`src/rtl/spm_loader_pkg.sv`:
```
// Shared definitions for the SPM boot loader: sequencer states and SPM test-port
// strobe levels.
package spm_loader_pkg;

   typedef enum logic [2:0] {
      ST_IDLE   = 3'd0,
      ST_LOAD   = 3'd1,
      ST_VERIFY = 3'd2,
      ST_RUN    = 3'd3,
      ST_ERR    = 3'd4
   } state_t;

   localparam logic SPM_READ       = 1'b1;
   localparam logic SPM_WRITE      = 1'b0;
   localparam logic SPM_AS_ENABLE  = 1'b0;
   localparam logic SPM_AS_DISABLE = 1'b1;

endpackage

```
`src/rtl/spm_loader_csum.sv`:
```
// Running XOR-rotate checksum, csum = rotl(csum,1) ^ data, with clear and enable.
// sum_nx is the value the next enabled word produces, so a final word can be judged in its own cycle.
module spm_loader_csum #(
   parameter int DATA_W = 32
) (
   input  logic              clk,
   input  logic              reset,
   input  logic              clear,
   input  logic              en,
   input  logic [DATA_W-1:0] data,
   output logic [DATA_W-1:0] sum,
   output logic [DATA_W-1:0] sum_nx
);

   assign sum_nx = {sum[DATA_W-2:0], sum[DATA_W-1]} ^ data;

   always_ff @(posedge clk) begin
      if (reset || clear) begin
         sum <= '0;
      end else if (en) begin
         sum <= sum_nx;
      end
   end

endmodule

```
`src/rtl/spm_boot_loader.sv`:
```
// Streams a program image into SPM over the test port, then releases cpu_en.
// Optional readback verify pass is built when SPM_BOOT_LOADER_VERIFY_EN is defined.
//
// state     | meaning
// ST_IDLE   | waiting for start
// ST_LOAD   | accepting stream words, one SPM write per accepted word
// ST_VERIFY | re-reading the image and comparing checksums
// ST_RUN    | image in place, CPU released
// ST_ERR    | bad length or verify mismatch, CPU held
module spm_boot_loader
   import spm_loader_pkg::*;
#(
   parameter int  ADDR_W    = 30,
   parameter int  DATA_W    = 32,
   parameter int  MAX_WORDS = 1024,
   parameter int  RD_LAT    = 1,
   localparam int CNT_W     = $clog2(MAX_WORDS + 1)
) (
   input  logic              clk,
   input  logic              reset,
   input  logic              start,
   input  logic [ADDR_W-1:0] base_addr,
   input  logic [CNT_W-1:0]  word_cnt,
   input  logic              in_valid,
   input  logic [DATA_W-1:0] in_data,
   output logic              in_ready,
   output logic [ADDR_W-1:0] test_spm_addr,
   output logic              test_spm_as_,
   output logic              test_spm_rw,
   output logic [DATA_W-1:0] test_spm_wr_data,
   input  logic [DATA_W-1:0] test_spm_rd_data,
   output logic              cpu_en,
   output logic              busy,
   output logic              done,
   output logic              error
);

   state_t            state, state_nx;
   logic [ADDR_W-1:0] base_q;
   logic [CNT_W-1:0]  cnt_q, idx;
   logic              launch, accept, last_acc;

   // start is only honoured outside an active load/verify
   assign launch   = start && (state != ST_LOAD) && (state != ST_VERIFY);
   assign accept   = (state == ST_LOAD) && in_valid;
   assign last_acc = accept && (idx == cnt_q - CNT_W'(1));

`ifdef SPM_BOOT_LOADER_VERIFY_EN
   logic [CNT_W-1:0]  smp_cnt;
   logic [RD_LAT-1:0] rd_pipe;
   logic              issue, sample, final_smp, match;
   logic [DATA_W-1:0] csum_ld, csum_rd_nx, unused_ld_nx, unused_rd_sum;

   assign issue     = (state == ST_VERIFY) && (idx != cnt_q);
   assign sample    = rd_pipe[RD_LAT-1];
   assign final_smp = sample && (smp_cnt == cnt_q - CNT_W'(1));
   assign match     = (csum_rd_nx == csum_ld);

   always_ff @(posedge clk) begin
      if (reset) begin
         rd_pipe <= '0;
         smp_cnt <= '0;
      end else begin
         rd_pipe <= RD_LAT'({rd_pipe, issue});
         if (launch) begin
            smp_cnt <= '0;
         end else if (sample) begin
            smp_cnt <= smp_cnt + CNT_W'(1);
         end
      end
   end

   spm_loader_csum #(.DATA_W(DATA_W)) u_csum_ld (
      .clk    (clk),
      .reset  (reset),
      .clear  (launch),
      .en     (accept),
      .data   (in_data),
      .sum    (csum_ld),
      .sum_nx (unused_ld_nx)
   );

   spm_loader_csum #(.DATA_W(DATA_W)) u_csum_rd (
      .clk    (clk),
      .reset  (reset),
      .clear  (launch),
      .en     (sample),
      .data   (test_spm_rd_data),
      .sum    (unused_rd_sum),
      .sum_nx (csum_rd_nx)
   );
`else
   logic unused_rd;
   assign unused_rd = ^test_spm_rd_data ^ (RD_LAT == 0);
`endif

   always_ff @(posedge clk) begin
      if (reset) begin
         state  <= ST_IDLE;
         base_q <= '0;
         cnt_q  <= '0;
         idx    <= '0;
      end else begin
         state <= state_nx;
         if (launch) begin
            base_q <= base_addr;
            cnt_q  <= word_cnt;
            idx    <= '0;
         end else if (accept) begin
            idx <= last_acc ? '0 : idx + CNT_W'(1);
`ifdef SPM_BOOT_LOADER_VERIFY_EN
         end else if (issue) begin
            idx <= idx + CNT_W'(1);
`endif
         end
      end
   end

   always_comb begin
      state_nx = state;
      if (launch) begin
         if (word_cnt == '0) begin
            state_nx = ST_RUN;
         end else if (word_cnt > CNT_W'(MAX_WORDS)) begin
            state_nx = ST_ERR;
         end else begin
            state_nx = ST_LOAD;
         end
      end else begin
         case (state)
            ST_LOAD: begin
               if (last_acc) begin
`ifdef SPM_BOOT_LOADER_VERIFY_EN
                  state_nx = ST_VERIFY;
`else
                  state_nx = ST_RUN;
`endif
               end
            end
`ifdef SPM_BOOT_LOADER_VERIFY_EN
            ST_VERIFY: begin
               if (final_smp) begin
                  state_nx = match ? ST_RUN : ST_ERR;
               end
            end
`endif
            default: ;
         endcase
      end
   end

   // Strobe is combinational on state, so a reset edge drops it immediately
   always_comb begin
      in_ready         = (state == ST_LOAD);
      test_spm_as_     = SPM_AS_DISABLE;
      test_spm_rw      = SPM_READ;
      test_spm_addr    = '0;
      test_spm_wr_data = '0;
      if (accept) begin
         test_spm_as_     = SPM_AS_ENABLE;
         test_spm_rw      = SPM_WRITE;
         test_spm_addr    = base_q + ADDR_W'(idx);
         test_spm_wr_data = in_data;
      end
`ifdef SPM_BOOT_LOADER_VERIFY_EN
      if (issue) begin
         test_spm_as_  = SPM_AS_ENABLE;
         test_spm_addr = base_q + ADDR_W'(idx);
      end
`endif
      busy   = (state == ST_LOAD) || (state == ST_VERIFY);
      cpu_en = (state == ST_RUN) && !start;
      done   = (state == ST_RUN) && !start;
      error  = (state == ST_ERR) && !start;
   end

endmodule

```
`config.mk`:
```
export PLATFORM = sky130hd
export DESIGN_NAME = spm_boot_loader
export DESIGN_NICKNAME = d
export VERILOG_FILES = /design/src/rtl/spm_loader_pkg.sv /design/src/rtl/spm_loader_csum.sv /design/src/rtl/spm_boot_loader.sv
export SDC_FILE = /design/constraint.sdc
export NUM_CORES = 1
export LEC_CHECK = 0
export BUFFER_PORTS_ARGS = -buffer_cell sky130_fd_sc_hd__buf_2
export CAP_MARGIN = 20
export CORE_ASPECT_RATIO = 0.9
export CORE_MARGIN = 1
export CORE_UTILIZATION = 43
export DETAILED_ROUTE_END_ITERATION = 8
export PLACE_DENSITY = 0.78
export SYNTH_ARGS = -nofsm -noshare
export SYNTH_HDL_FRONTEND = slang
export SYNTH_HIERARCHICAL = 1
export SYNTH_SLANG_ARGS = --single-unit
```
`constraint.sdc`:
```
create_clock -name clk -period 2.5 [get_ports clk]
set_clock_uncertainty 0.05 [all_clocks]
set_input_delay 0.25 -clock clk [delete_from_list [all_inputs] [get_ports clk]]
set_output_delay 0.25 -clock clk [all_outputs]
set_load 0.01 [all_outputs]
```
==> run_results.csv, run 1 <==
group,metric,value,unit
finish,final_cell_mix,"buf_2, nand2_1, a21oi_1, dfxtp_1, nor2_1",
logic_synthesis,yosysSeqAreaShare,29.7,%
sta,fin_crit_sh,106,%
sta,tightest_slew,0.459,ns
worst_setup_path,timing.rr.end,"idx[0]",
run,drv_cap,0,
logic_synthesis,synth-edff-count,0,
floorplanning,coreArea,8180,µm²
logic_synthesis,synthArstFlopShare,0,%
worst_hold_path,min_path_type,"primary input to register",
clocking,clk_pin_slew,0.11,ns
logic_synthesis,synth-seq-cells,55,
clocking,numCtsBuffers,5,
floorplanning,io_pins,178,
sta,relSlewSlack,69.4,%
clocking,clk-insertion-delay-late,0.32,ns
status,status,"finished with violations",
worst_setup_path,crit_path_max_fanout,6,
detailed_routing,drc_errors,0,
grt,grt_pass1_vias,3736,
clocking,h-tree-depth,2,
detailed_routing,initialDrtViolationCount,200,
finish,drive_gt1_share,38.2,%
grt,grt_antenna_before_repair,0,
worst_setup_path,path_class,"register to output port",
logic_synthesis,ys_types,56,
worst_setup_path,r2r_cells,9,
floorplanning,die_area,9000,µm²
finish,num-nets-final,793,
worst_setup_path,endpoint_kind,"output port",
pwr,power_density,372,nW/µm²
worst_setup_path,arrival,2.34,ns
worst_hold_path,hold_path.startpoint,"word_cnt[10]",
worst_hold_path,min_path_cells,2,
floorplanning,start_util,45.3,%
floorplanning,die_h,90.1,µm
finish,postLayoutCellArea,5140,µm²
sta,rsz0062_at_grt,"yes",
pwr,leakage,0.00225,µW
logic_synthesis,syn_nets,629,
logic_synthesis,netlist_instances,506,
logic_synthesis,synth_area_leader_cell,"dfxtp_1",
place,gp_congestion,0.819,
sta,worst_slack,-0.140,ns
place,io_buffers,145,
finish,area_delta_synth_final,38.7,%
clocking,ctsRootBufferMaster,"clkbuf_8",
status,violations,"setup timing",
detailed_routing,vias,4247,
grt,grtUsageTotal,24.2,%
detailed_routing,ant_nets,0,
detailed_routing,drt-total-wl,11.4,mm
logic_synthesis,synth_area_per_cell,7.33,µm²
finish,final_common_cell,"buf_2",
logic_synthesis,synth_top_area_share,29.7,%
logic_synthesis,synth_ff_type,"dfxtp_1",
worst_hold_path,worstHoldEndpoint,"state[0]",
pwr,ir_drop,0.000231,V
sta,slew_violations,0,
grt,grt_overflow,0,
floorplanning,fp.dieW,99.9,µm
detailed_routing,first_pass_iters,5,
detailed_routing,post_drt_via_cell_ratio,5.40,
clocking,cts_tree,"built",
sta,setup_viol,22,
logic_synthesis,synthesis.area,3710,µm²
detailed_routing,wl_per_cell,14.5,µm
worst_setup_path,r2r_start,"cnt_q[0]",
clocking,cts_sinks,55,
grt,grt_max_degree,45,
floorplanning,rows,31,
clocking,cts.path.max_buffers,2,
sta,fmax,379,MHz
place,place_area,4690,µm²
logic_synthesis,synth_top_cells_by_area,"dfxtp_1, nand2_1, a21oi_1, and2_1, xnor2_1",
finish,fill_cells,679,
place,pre_cts_ws,0.00797,ns
finish,utilization,62.8,%
finish,num_antenna_cells,0,
grt,grt_pass1_wl,17.7,mm
worst_setup_path,crit_required,2.20,ns
logic_synthesis,yosysWarnings,6,
worst_setup_path,reg2reg_slack,0.26,ns
sta,finalHoldViolations,0,
worst_setup_path,critPathLaunchType,"register",
sta,fin_crit,2.64,ns
place,dpl.hpwl,8.00,mm
[how the worst max path moves through the flow]
| stage | endpoint | slack, ns | startpoint |
|---|---|---|---|
| detailed placement | test_spm_addr[22] | 0.008 | base_q[0] |
| floorplan | test_spm_addr[22] | 0.02 | idx[0] |
| global route | test_spm_addr[23] | -0.21 | base_q[8] |
| finish | test_spm_addr[23] | -0.14 | base_q[8] |
| CTS | test_spm_addr[22] | -0.11 | base_q[0] |
| global placement | test_spm_addr[22] | 0.05 | base_q[0] |
[registers in the layout, summed over array words and instances (netlist names)]
signal / flops
idx: 11
state: 3
cnt_q: 11
base_q: 30
[through the flow]
stage	hold slack, ns	total power [µW]	TNS, ns	cells
finish	0.101	1920	-1.68	786
global route	0.101	2010	-3.83	786
CTS	0.100	1910	-1.47	785
detailed placement	0.404	1400	0	767
global placement	0.398	1390	0	767
floorplan	0.309	1240	0	506
[metal layers]
layer	vias up	track usage, %	wire (µm)
met2	199	40.2	5380
met3	16	4.43	855
met4	0	5.88	141
met5	-	0	0
li1	2071	-	-
met1	1961	32.2	5020
[area by class of cell]
cell class	count	area, µm²	share of cell area, %
Multi-Input combinational cell	410	2720	52.9
Sequential cell	55	1120	21.7
Timing Repair Buffer	184	1020	19.9
Tap cell	115	144	2.80
Clock buffer	6	72.6	1.41
Inverter	14	52.6	1.02
Clock inverter	2	12.5	0.243
[power by group]
group          total, µW  internal, µW  switching, µW
Sequential           982           922           59.9
Clock                508           197            311
Combinational        425           198            227
[worst max-delay path, stage by stage, from the launching register on]
cell and delay [ns]:
dfxtp_2 0.35, ha_4 0.26, a21oi_2 0.15, o21ai_2 0.08, or3_4 0.42, buf_6 0.15, o211ai_1 0.23, xor2_1 0.18
nor2_1 0.06, buf_2 0.14
[what timing repair did]
| item | CTS | global route |
|---|---|---|
| endpoints found under the setup margin | 24 | 25 |
| gates cloned | 2 | 0 |
| hold buffers | 0 | 0 |
| gates resized for setup | 53 | 10 |
| pin swaps | 21 | 15 |
| setup buffers | 8 | 1 |
| hold endpoints to repair | 0 | 0 |
[synth_stat cells (all sizes together), types with 3 or more instances]
master   number
and3          3
nand2b        3
o2111ai       3
ha           13
nor2b         4
inv          13
xnor2        20
nand3        19
o31ai         3
xor2         19
o211ai        5
nor2         39
a31oi         8
a21o          4
nor4          6
nand2       102
buf           7
nor3b         3
nor3         14
or3           4
a21oi        54
clkbuf       22
dfxtp        55
o21ai        10
and2         33
nand4        11
o21a          4
[kinds of logic after synthesis]
logic type               Yosys count  synth area share, %
adder cells (fa/ha/maj)           14                 4.93
buffers and inverters             43                 4.72
AND/OR/NAND/NOR                  250                 33.9
AO/OA/AOI/OAI                    105                 17.6
flip-flops                        55                 29.7
XOR/XNOR                          39                 9.21
(Power assumes the default switching activity.)
==> inputs of run 2 (changes only) <==
- ABC_AREA: not set -> 1
- CORE_UTILIZATION: 43 -> 44
==> run_results.csv, run 2 <==
group,metric,value,unit
status,status,"finished with violations",
status,violations,"setup timing",
finish,utilization,61.7,%
logic_synthesis,syn_nets,803,
sta,finalHoldViolations,0,
place,pre_cts_ws,0.0581,ns
floorplanning,die_h,92.8,µm
detailed_routing,first_pass_iters,5,
finish,regMostFlops,"base_q",
clocking,numCtsBuffers,5,
logic_synthesis,synth_ff_type,"dfxtp_1",
sta,worst_slack,-0.108,ns
grt,grt_pass1_vias,4227,
grt,grt_pass1_wl,18.9,mm
finish,drive_gt1_share,29.7,%
worst_setup_path,endpoint_kind,"output port",
clocking,h-tree-depth,2,
logic_synthesis,synthesis.area,4030,µm²
sta,rsz0062_at_grt,"yes",
clocking,ctsRootBufferMaster,"clkbuf_8",
detailed_routing,drt-total-wl,12.4,mm
pwr,leakage,0.00281,µW
grt,grt_max_degree,46,
worst_setup_path,critPathLaunchType,"register",
sta,fin_crit_sh,104,%
finish,final_common_cell,"buf_2",
logic_synthesis,yosysWarnings,6,
sta,tightest_slew,0.439,ns
clocking,cts.path.max_buffers,2,
place,place_area,4900,µm²
finish,final_cell_mix,"buf_2, nor2_1, nand2_1, inv_1, o21ai_0",
worst_setup_path,path_class,"register to output port",
grt,grt_antenna_before_repair,0,
detailed_routing,vias,4829,
logic_synthesis,synth-edff-count,0,
sta,fmax,383,MHz
logic_synthesis,ys_types,36,
detailed_routing,drc_errors,0,
logic_synthesis,synth_top_cells_by_area,"dfxtp_1, nor2_1, nand2_1, inv_1, o21ai_0",
sta,slew_violations,0,
worst_hold_path,min_path_type,"primary input to register",
worst_setup_path,crit_path_max_fanout,6,
finish,postLayoutCellArea,5390,µm²
detailed_routing,post_drt_via_cell_ratio,5.06,
run,drv_cap,0,
sta,fin_crit,2.61,ns
logic_synthesis,yosysSeqAreaShare,27.3,%
pwr,ir_drop,0.000294,V
logic_synthesis,synth_area_leader_cell,"dfxtp_1",
place,gp_congestion,0.907,
place,io_buffers,145,
finish,num_antenna_cells,0,
detailed_routing,wl_per_cell,13.0,µm
logic_synthesis,ys_top_cells_by_count,"nor2_1, nand2_1, inv_1",
logic_synthesis,synth_most_common_cell,"nor2_1",
clocking,cts_sinks,55,
logic_synthesis,synthArstFlopShare,0,%
worst_setup_path,crit_required,2.20,ns
worst_setup_path,arrival,2.31,ns
sta,setup_viol,9,
finish,area_delta_synth_final,33.7,%
clocking,clk-insertion-delay-late,0.31,ns
detailed_routing,ant_nets,0,
finish,num-nets-final,957,
logic_synthesis,netlist_instances,680,
grt,grt_overflow,0,
floorplanning,rows,32,
logic_synthesis,synth-seq-cells,55,
finish,reg_top3,"base_q (30), cnt_q (11), idx (11)",
floorplanning,coreArea,8730,µm²
clocking,cts_tree,"built",
logic_synthesis,synth_top_area_share,27.3,%
floorplanning,die_area,9540,µm²
pwr,power_density,416,nW/µm²
finish,multi_input_area,2710,µm²
detailed_routing,initialDrtViolationCount,307,
grt,grtUsageTotal,25.2,%
finish,fill_cells,859,
clocking,clk_pin_slew,0.10,ns
floorplanning,io_pins,178,
finish,largest_register_ffs,30,
finish,seq_area,1110,µm²
sta,tns,-0.516,ns
floorplanning,fp.dieW,103,µm
place,dpl.hpwl,9.43,mm
floorplanning,start_util,46.2,%
logic_synthesis,synth_area_per_cell,5.92,µm²
sta,relSlewSlack,70.7,%
==> run 2: power by group <==
part	internal [µW]	switching (µW)	leakage, µW
clock network	198	294	0.0000422
logic	266	451	0.00231
registers	958	77.6	0.000459
total	1420	822	0.00281
==> run 2: final cells by class <==
cell class	count	share of cell area [%]
Multi-Input combinational cell	495	50.3
Sequential cell	55	20.7
Timing Repair Buffer	168	17.1
Inverter	109	7.64
Tap cell	119	2.76
Clock buffer	7	1.42
Clock inverter	1	0.0929
==> run 2: kinds of logic after synthesis <==
group | Yosys count | share of synthesized area, %
compound gates | 124 | 15.9
xor+xnor | 17 | 3.70
fa+ha+maj | 14 | 4.53
buf+inv | 130 | 12.5
flops | 55 | 27.3
simple gates | 340 | 36.1
==> run 2: worst paths after layout <==
path / from / endpoint / slack [ns] / cells past startpoint
max: idx[0] / test_spm_addr[22] / -0.11 / 13
min: reset / state[2] / 0.09 / 2
min reg2reg: cnt_q[10] / cnt_q[10] / 0.42 / 2
max reg2reg: cnt_q[0] / idx[10] / 0.41 / 14
==> run 2: routing by layer <==
| layer | track usage (%) | share of wire [%] |
|---|---|---|
| met4 | 4.11 | 0.52 |
| met1 | 34.6 | 45 |
| met5 | 0 | 0 |
| met2 | 41.8 | 46 |
| met3 | 4.00 | 8.4 |
==> run 2: through the flow <==
step	std cells	total power [µW]	hold slack (ns)
after floorplan	680	1490	0.269
after global placement	933	1700	0.400
after detailed placement	933	1720	0.410
after CTS	950	2230	0.0826
after global routing	954	2410	0.0946
final	954	2240	0.0942
==> run 2: timing repair <==
item,in CTS,in global routing
setup buffers,9,5
hold buffers,0,0
resized for setup,29,43
pin swaps,10,18
hold endpoints to repair,0,0
setup endpoints to repair,19,23
==> run 2: worst max-delay path, cell delays in order, from the launching register on <==
cell and delay (ns):
dfxtp_2 0.37, ha_4 0.14, inv_4 0.03, fa_2 0.36, o21ai_4 0.20, nand2_2 0.08, nand2_2 0.11, nand3_2 0.09
nand2_4 0.11, nand2_4 0.08, o21ai_2 0.12, nand2_1 0.06, nor2_1 0.11, buf_2 0.14
